--- config.mk ---
export PLATFORM = sky130hd
export DESIGN_NAME = mult_div_hilo
export DESIGN_NICKNAME = d
export VERILOG_FILES = /design/src/rtl/mult_div_hilo.sv
export SDC_FILE = /design/constraint.sdc
export NUM_CORES = 1
export LEC_CHECK = 0
export CAP_MARGIN = 15
export CORE_MARGIN = 3
export CORE_UTILIZATION = 30
export DETAILED_ROUTE_END_ITERATION = 6
export GPL_TIMING_DRIVEN = 1
export PLACE_DENSITY_LB_ADDON = 0.12
export SLEW_MARGIN = 20
export SYNTH_ARGS = -nofsm -noshare
export SYNTH_HDL_FRONTEND = slang
export SYNTH_SLANG_ARGS = --single-unit
--- constraint.sdc ---
create_clock -name clk -period 7.2 [get_ports clk]
set_input_delay 1.08 -clock clk [delete_from_list [all_inputs] [get_ports clk]]
set_output_delay 1.08 -clock clk [all_outputs]
set_load 0.005 [all_outputs]
--- src/rtl/mult_div_hilo.sv ---
// Iterative multiply/divide unit holding the architectural HI/LO registers.
// Signed operations run on magnitudes and get their signs restored in FIX.
module mult_div_hilo #(
    parameter int WIDTH = 32
) (
    input  logic             clk,
    input  logic             rst_n,
    input  logic             start,
    input  logic [5:0]       func,
    input  logic [WIDTH-1:0] rs_data,
    input  logic [WIDTH-1:0] rt_data,
    output logic             busy,
    output logic             done,
    output logic [WIDTH-1:0] hi,
    output logic [WIDTH-1:0] lo,
    output logic [WIDTH-1:0] mf_data
);
    localparam int CW = (WIDTH > 1) ? $clog2(WIDTH) : 1;

    localparam logic [5:0] F_MFHI  = 6'b010000;
    localparam logic [5:0] F_MTHI  = 6'b010001;
    localparam logic [5:0] F_MTLO  = 6'b010011;
    localparam logic [5:0] F_MULT  = 6'b011000;
    localparam logic [5:0] F_MULTU = 6'b011001;
    localparam logic [5:0] F_DIV   = 6'b011010;
    localparam logic [5:0] F_DIVU  = 6'b011011;

    typedef enum logic [1:0] {IDLE, RUN, FIX} state_t;

    state_t               state_q;
    logic [CW-1:0]        count_q;
    logic [2*WIDTH-1:0]   acc_q;
    logic [2*WIDTH-1:0]   acc_d;
    logic [WIDTH-1:0]     opnd_q;
    logic                 isDiv_q;
    logic                 negRes_q;
    logic                 negRem_q;
    logic                 divZero_q;
    logic [WIDTH-1:0]     hi_q;
    logic [WIDTH-1:0]     lo_q;
    logic                 done_q;

    logic                 isSigned;
    logic [WIDTH-1:0]     absRs;
    logic [WIDTH-1:0]     absRt;
    logic [WIDTH:0]       sum;
    logic [WIDTH:0]       partial;
    logic [WIDTH:0]       diff;
    logic [2*WIDTH-1:0]   prodFix;
    logic [WIDTH-1:0]     quoFix;
    logic [WIDTH-1:0]     remFix;

    assign isSigned = ~func[0];
    assign absRs    = (isSigned && rs_data[WIDTH-1]) ? -rs_data : rs_data;
    assign absRt    = (isSigned && rt_data[WIDTH-1]) ? -rt_data : rt_data;

    // acc_q holds {partial product, multiplier} for multiply and
    // {remainder, dividend/quotient} for divide; both shift one bit per cycle.
    always_comb begin
        sum     = {1'b0, acc_q[2*WIDTH-1:WIDTH]} + (acc_q[0] ? {1'b0, opnd_q} : '0);
        partial = {acc_q[2*WIDTH-1:WIDTH], acc_q[WIDTH-1]};
        diff    = partial - {1'b0, opnd_q};
        acc_d   = {sum, acc_q[WIDTH-1:1]};
        if (isDiv_q) begin
            if (!diff[WIDTH])
                acc_d = {diff[WIDTH-1:0], acc_q[WIDTH-2:0], 1'b1};
            else
                acc_d = {partial[WIDTH-1:0], acc_q[WIDTH-2:0], 1'b0};
        end
    end

    // With a zero divisor the remainder path still reproduces |rs|, so only
    // the quotient needs forcing to all ones.
    always_comb begin
        prodFix = negRes_q ? -acc_q : acc_q;
        quoFix  = divZero_q ? '1 : (negRes_q ? -acc_q[WIDTH-1:0] : acc_q[WIDTH-1:0]);
        remFix  = negRem_q ? -acc_q[2*WIDTH-1:WIDTH] : acc_q[2*WIDTH-1:WIDTH];
    end

    always_ff @(posedge clk) begin
        if (!rst_n) begin
            state_q   <= IDLE;
            count_q   <= '0;
            acc_q     <= '0;
            opnd_q    <= '0;
            isDiv_q   <= 1'b0;
            negRes_q  <= 1'b0;
            negRem_q  <= 1'b0;
            divZero_q <= 1'b0;
            hi_q      <= '0;
            lo_q      <= '0;
            done_q    <= 1'b0;
        end else begin
            done_q <= (state_q == FIX);
            case (state_q)
                IDLE: begin
                    if (start) begin
                        case (func)
                            F_MULT, F_MULTU: begin
                                acc_q     <= {{WIDTH{1'b0}}, absRt};
                                opnd_q    <= absRs;
                                isDiv_q   <= 1'b0;
                                negRes_q  <= isSigned & (rs_data[WIDTH-1] ^ rt_data[WIDTH-1]);
                                negRem_q  <= 1'b0;
                                divZero_q <= 1'b0;
                                count_q   <= '0;
                                state_q   <= RUN;
                            end
                            F_DIV, F_DIVU: begin
                                acc_q     <= {{WIDTH{1'b0}}, absRs};
                                opnd_q    <= absRt;
                                isDiv_q   <= 1'b1;
                                negRes_q  <= isSigned & (rs_data[WIDTH-1] ^ rt_data[WIDTH-1]);
                                negRem_q  <= isSigned & rs_data[WIDTH-1];
                                divZero_q <= (rt_data == '0);
                                count_q   <= '0;
                                state_q   <= RUN;
                            end
                            F_MTHI:  hi_q <= rs_data;
                            F_MTLO:  lo_q <= rs_data;
                            default: ;
                        endcase
                    end
                end
                RUN: begin
                    acc_q   <= acc_d;
                    count_q <= count_q + 1'b1;
                    if (count_q == CW'(WIDTH - 1))
                        state_q <= FIX;
                end
                FIX: begin
                    if (isDiv_q) begin
                        hi_q <= remFix;
                        lo_q <= quoFix;
                    end else begin
                        hi_q <= prodFix[2*WIDTH-1:WIDTH];
                        lo_q <= prodFix[WIDTH-1:0];
                    end
                    state_q <= IDLE;
                end
                default: state_q <= IDLE;
            endcase
        end
    end

    assign busy    = (state_q != IDLE);
    assign done    = done_q;
    assign hi      = hi_q;
    assign lo      = lo_q;
    assign mf_data = (func == F_MFHI) ? hi_q : lo_q;

endmodule

## Word-level counts from Yosys, hierarchy flattened

Index checks and enable logic that the tools add are counted.
Widths: inputs -> output; s select.

- Bits in registers: 172
- Input port bits: 73
- Output and inout bits: 98
- Logic and storage cells: 89

- $add $sub $neg: 8
- Equality and inequality tests: 16
- Mux-type cells: 32
- Bitwise gates (word level): 4
- Reduce and logical (&&, ||, !) cells: 18

Operators by type and width:

| operator | number |
|---|---|
| $mux 32 | 13 |
| $mux 64 | 4 |
| $pmux 64 s2 | 2 |
| $pmux 32 s2 | 3 |
| $neg 32->32 | 4 |
| $neg 64->64 | 1 |
| $eq 6x5->1 const B | 7 |
| $add 32x32->33 | 1 |
| $sub 33x32->33 | 1 |
| $logic_not 32->1 | 1 |
| $reduce_and 3->1 | 7 |
| $mux 5 | 2 |
| $pmux 5 s2 | 1 |
| $reduce_bool 2->1 | 4 |
| $mux 2 | 3 |
| $ne 2x2->1 const B | 3 |
| $pmux 1 s2 | 3 |
| $add 5x1->5 const B | 1 |
| $eq 5x5->1 const B | 1 |
| $ne 2x1->1 const B | 2 |
| $pmux 2 s2 | 1 |
| $reduce_or 2->1 | 2 |
| $reduce_or 4->1 | 1 |
| $ne 3x1->1 const B | 1 |
| other kinds (7) | 9 |

## Logic depth before layout (Yosys ltp)

- Depth after elaboration: 6
- Gate-level depth with buffers: 16
- Gate-level depth less buffers: 13

## Worst setup path after synthesis

Ideal clock, no wire load.

- Path kind: input-to-reg
- From: input rs_data[0]
- To: register acc_q[28]
- Library setup time: 139 ps
- Arrival: 3270 ps
- Data required time: 7061 ps
- Setup slack: 3791 ps
- Stages: 11
- Buffers on the path: 0
- Cell sequence: inv_1 ha_1 or4b_1 or3_1 or3_1 or2_1 o21ai_1 xor2_1 nor2_1 a21oi_1 o221ai_1

- Cells in the longest elaborated chain, start to end: 5

Ends and longest elaborated chain:

| element | line | source |
|---|---|---|
| from (decl) | 10 | `input logic [WIDTH-1:0] rs_data,` |
| $neg 32->32 | 54 | `assign absRs = (isSigned && rs_data[WIDTH-1]) ? -rs_data : rs_data;` |
| $mux 32 | 54 |  |
| $pmux 64 s2 | 98 | `case (func)` |
| $mux 64 | 97 | `if (start) begin` |
| $pmux 64 s2 | 95 | `case (state_q)` |
| to (signal assigned) | 100 | `acc_q <= {{WIDTH{1'b0}}, absRt};` |
| to (signal assigned) | 110 | `acc_q <= {{WIDTH{1'b0}}, absRs};` |
| to (decl) | 32 | `logic [2*WIDTH-1:0] acc_q;` |

No other way between the ends. The select of a mux whose other input is x is not followed.
A chain may end at the register's enable or synchronous reset.

## Worst setup path after layout

- From: input func[0]
- To: output mf_data[24]

- Cells in the longest elaborated chain, start to end: 2

Ends and longest elaborated chain:

| element | line | source |
|---|---|---|
| from (decl) | 9 | `input logic [5:0] func,` |
| $eq 6x5->1 | 150 | `assign mf_data = (func == F_MFHI) ? hi_q : lo_q;` |
| $mux 32 | 150 |  |
| to (decl) | 16 | `output logic [WIDTH-1:0] mf_data` |

No other way between the ends.

==> results.md <==
* Outcome: complete, no violations
* Place WS at between 2 and 3 ns
* NumNets Final at roughly 2200
* Routed Antenna Nets at 0
* Avg Cell Area, Syn at 7.47 sq um
* Number of synthesized register bits at 172
* Largest net degree at the start of global routing at around 70
* Initial DRC Count at about 1400
* Clock Sinks at ~170
* Antenna cells at 0
* Worst-Skew Late Latency at 0.46 ns
* Adder-cell share of the synthesized area at under 10%
* Worst Hold Launch: opnd_q[30]
* Reg2reg end: acc_q[54]
* First-pass GRT wire length at 94600 microns
* Cells after Synth at 1999
* Post-Synth XOR/XNOR Area at under 10%
* Peak supply drop at approximately 0.13 mV
* Register area share after synthesis at 23.1%
* CP max-delay cell: clkdlybuf4s50_1
* R2R depth at 13
* Vias in the first global route at roughly 15000
* CP most frequent cell: clkdlybuf4s50_1
* CP Cell Sequence: clkdlybuf4s50_1 > nor3_1 > nand2_1 > buf_4 > mux2_2 > clkdlybuf4s50_1
* Slew HR at 28.4%
* Reg-to-reg slack, setup at about 2.8 ns
* Post-synthesis mux area share at 6.46%
* Leak Pwr at 0.00662 uW
* CP Launch Type: primary input
* Unique cell type count in the Yosys netlist at 79
* I/O pin count at approximately 170
* Max Slew Vio Count at 0
* Starting density of the core at 30.4%
* Routed len/inst at 23.0 microns
* Period utilisation layout at just over 60%
* Global Route Usage Sum at a little under a quarter
* H-tree depth at 4
* Cts hold-fix bufs at 0
* Clk buf depth at 2
* MaxCap Viol Count at 0
* Worst setup EP type: output port
* Clock-pin slew on the worst setup and hold paths at ~0.07 ns
* Worst hold endpoint: opnd_q[30]
* Worst path arrival time at 3.38 ns
* Min-delay worst type: reg2reg
* Crit-path max cell delay at slightly above 0.8 ns
* Number of remaining DRC errors at 0
* Number of buffers created by CTS at 17
* Fillers at roughly 5200
* Fmax at 0.224 GHz
* Largest family of logic cells by synthesized area: compound AO/OA/AOI/OAI gates
* Critical path type: in2out
* Net count after synthesis at between 2000 and 2500
* Sum Neg Setup Slack at 0 ns
* Core area at 49100 sq um
* Area growth from synthesis to layout at 18.6%
* Final min period at 4.46 ns
* Number of gates resized after cts at 0
* PwrDens at around 140 nW/um^2
* Post-CTS setup buffer count at 0
* Crit Reg-Reg Startpoint: acc_q[31]
* Worst Path Buf+Inv at 3
* Initial antenna violation count at 1
* Die Area at 52500 sq um
* Final worst slack at roughly 2.7 ns
* Compound-Gate Fraction of Synth Area at ~29%
* Via count at ~15000
* Routability cong. at around 0.91
* Final Hold Fails at 0
* Post-synth EDFFs at 0
* Number of synthesis warnings at 0
* Worst hold path depth at 2
* Worst Clk Skew at between 0.015 and 0.02 ns
* RSZ-0062 raised after global routing: no
* Input/output buffers at between 150 and 200
* Synth Cell Area at about 15000 sq um
* Async SR Flop Fraction at 0%
* WL final at around 63000 microns
* Post-detail-place hpwl at slightly below 50000 microns
* CTS tree: yes
* Required time of the critical path at 6.12 ns
* Worst-path fanout max at 32
* Drt first pass iters at 5
* Worst-margin pin slew at about 1.1 ns
* Synth Area in Simple Gates at 20.3%
* Worst hold margin at approximately 0.45 ns
* Share of cells above drive strength 1 at between 6 and 7%
* Die W at between 200 and 250 microns
* Design Power at roughly 2500 uW
* Final number of setup-violating endpoints at 0
* GRT overflow at 0
* Site row count at 81
* Clk root buf: clkbuf_16
* Die height at about 230 microns
* Primary FF master, synth: dfxtp_1
* Family with the most delay on the worst path: buffers and inverters
* Vias per cell at about 5.6
[cell usage in the layout (no fill, tap or decap), types with 25 or more instances in the layout]
cell type	instances
o31ai_1	31
mux2_2	38
xnor2_1	92
ha_1	70
nand2_1	215
or3_1	25
inv_1	54
o21ai_0	94
nand3_1	45
buf_4	27
nor2_1	203
xor2_1	77
nor3_1	35
a211oi_1	67
mux2i_1	51
dfxtp_1	171
o211ai_1	35
clkdlybuf4s50_1	170
a21o_1	36
a21oi_1	195
[worst max-delay path by stage]
stage | slack (ns) | end | depth (start not counted) | from
floorplan | 3.79 | acc_q[28] | 11 | rs_data[0]
global placement | 2.70 | opnd_q[27] | 10 | rs_data[5]
detailed placement | 2.73 | mf_data[24] | 6 | func[0]
CTS | 2.74 | mf_data[24] | 6 | func[0]
global route | 2.53 | acc_q[54] | 12 | acc_q[32]
finish | 2.74 | mf_data[24] | 6 | func[0]
[through the flow]
| step | instance area [sq um] | instances | utilization [%] |
|---|---|---|---|
| 2_1_floorplan | 14900 | 1999 | - |
| 3_3_place_gp | 17100 | 2717 | 34.9 |
| 3_5_place_dp | 17100 | 2717 | 34.9 |
| 4_1_cts | 17700 | 2749 | 36.1 |
| 5_1_grt | 17700 | 2749 | 36.1 |
| 6_report | 17700 | 2749 | 36.1 |
[report_power, final]
group	total (uW)	leakage (uW)	switching [uW]	internal [uW]
combinational	509	0.00494	319	190
sequential	980	0.00139	18.4	961
clock	1010	0.000291	467	540
total	2500	0.00662	803	1690
[layer usage]
| layer | routed length [microns] | up-vias | global-route usage [%] | part of all wire (%) |
|---|---|---|---|---|
| li1 | - | 7470 | - | - |
| met1 | 30400 | 7400 | 34.4 | 48 |
| met2 | 27100 | 551 | 35.4 | 43 |
| met3 | 4090 | 63 | 3.23 | 6.5 |
| met4 | 1560 | 0 | 6.65 | 2.5 |
| met5 | 0 | - | 0 | 0 |
[Yosys cell counts (5+ instances only)]
cell | n | share of area, %
a311oi_1 | 19 | 1.1
nor4_1 | 9 | 0.38
a31oi_1 | 15 | 0.63
clkbuf_1 | 112 | 2.8
a21oi_1 | 195 | 6.5
buf_2 | 15 | 0.50
inv_1 | 54 | 1.4
dfxtp_1 | 172 | 23
a21boi_0 | 5 | 0.25
o21ai_0 | 94 | 3.2
xor2_1 | 77 | 4.5
o211ai_1 | 35 | 1.8
o41ai_1 | 16 | 0.94
nand4_1 | 7 | 0.29
o21ai_1 | 16 | 0.54
and2_1 | 7 | 0.29
o21bai_1 | 9 | 0.45
o31a_1 | 6 | 0.35
a221oi_1 | 12 | 0.70
nand3_1 | 46 | 1.5
nor3_1 | 35 | 1.2
a21o_1 | 36 | 1.8
a22oi_1 | 14 | 0.70
or2_2 | 12 | 0.50
or4_1 | 15 | 0.75
o31ai_1 | 31 | 1.6
or3_1 | 25 | 1.0
o221ai_1 | 24 | 1.4
mux2_2 | 38 | 2.9
and3_1 | 17 | 0.71
o21a_1 | 10 | 0.50
nor2b_1 | 17 | 0.71
nand2_1 | 215 | 5.4
buf_6 | 6 | 0.45
nand2b_1 | 14 | 0.59
xnor2_1 | 92 | 5.4
nor2_1 | 204 | 5.1
mux2i_1 | 51 | 3.4
a211oi_1 | 67 | 3.4
ha_1 | 70 | 5.9
buf_1 | 10 | 0.25
[worst reg2reg max path, delay by kind of cell, from the launching register on]
kind                       cells  cell delay [ns]
AOI/OAI and AO/OA              5             1.35
adders and majority gates      2             0.64
buffers and inverters          2             0.55
DFF                            1             0.39
muxes                          1             0.37
and+or+nand+nor                3             0.99
[state kept, by name, summed over array words and instances, names as in the netlist]
register / count
acc_q: 64
count_q: 5
divZero_q: 1
done: 1
hi: 32
isDiv_q: 1
lo: 32
negRem_q: 1
negRes_q: 1
opnd_q: 32
state_q: 2
[cells by family after synthesis]
family,after synthesis
compound gates,645
xor+xnor,169
fa+ha+maj,72
buf+inv,198
flops,172
mux,91
simple gates,652
[layout make-up]
cell class,instances,area (sq um),area share (%)
Sequential cell,172,3440,19.5
Multi-Input combinational cell,1629,10700,60.5
Tap cell,664,831,4.69
Inverter,55,208,1.17
Timing Repair Buffer,197,1900,10.8
Clock inverter,12,148,0.834
Clock buffer,20,457,2.58
Power figures use the tool's default switching activity.
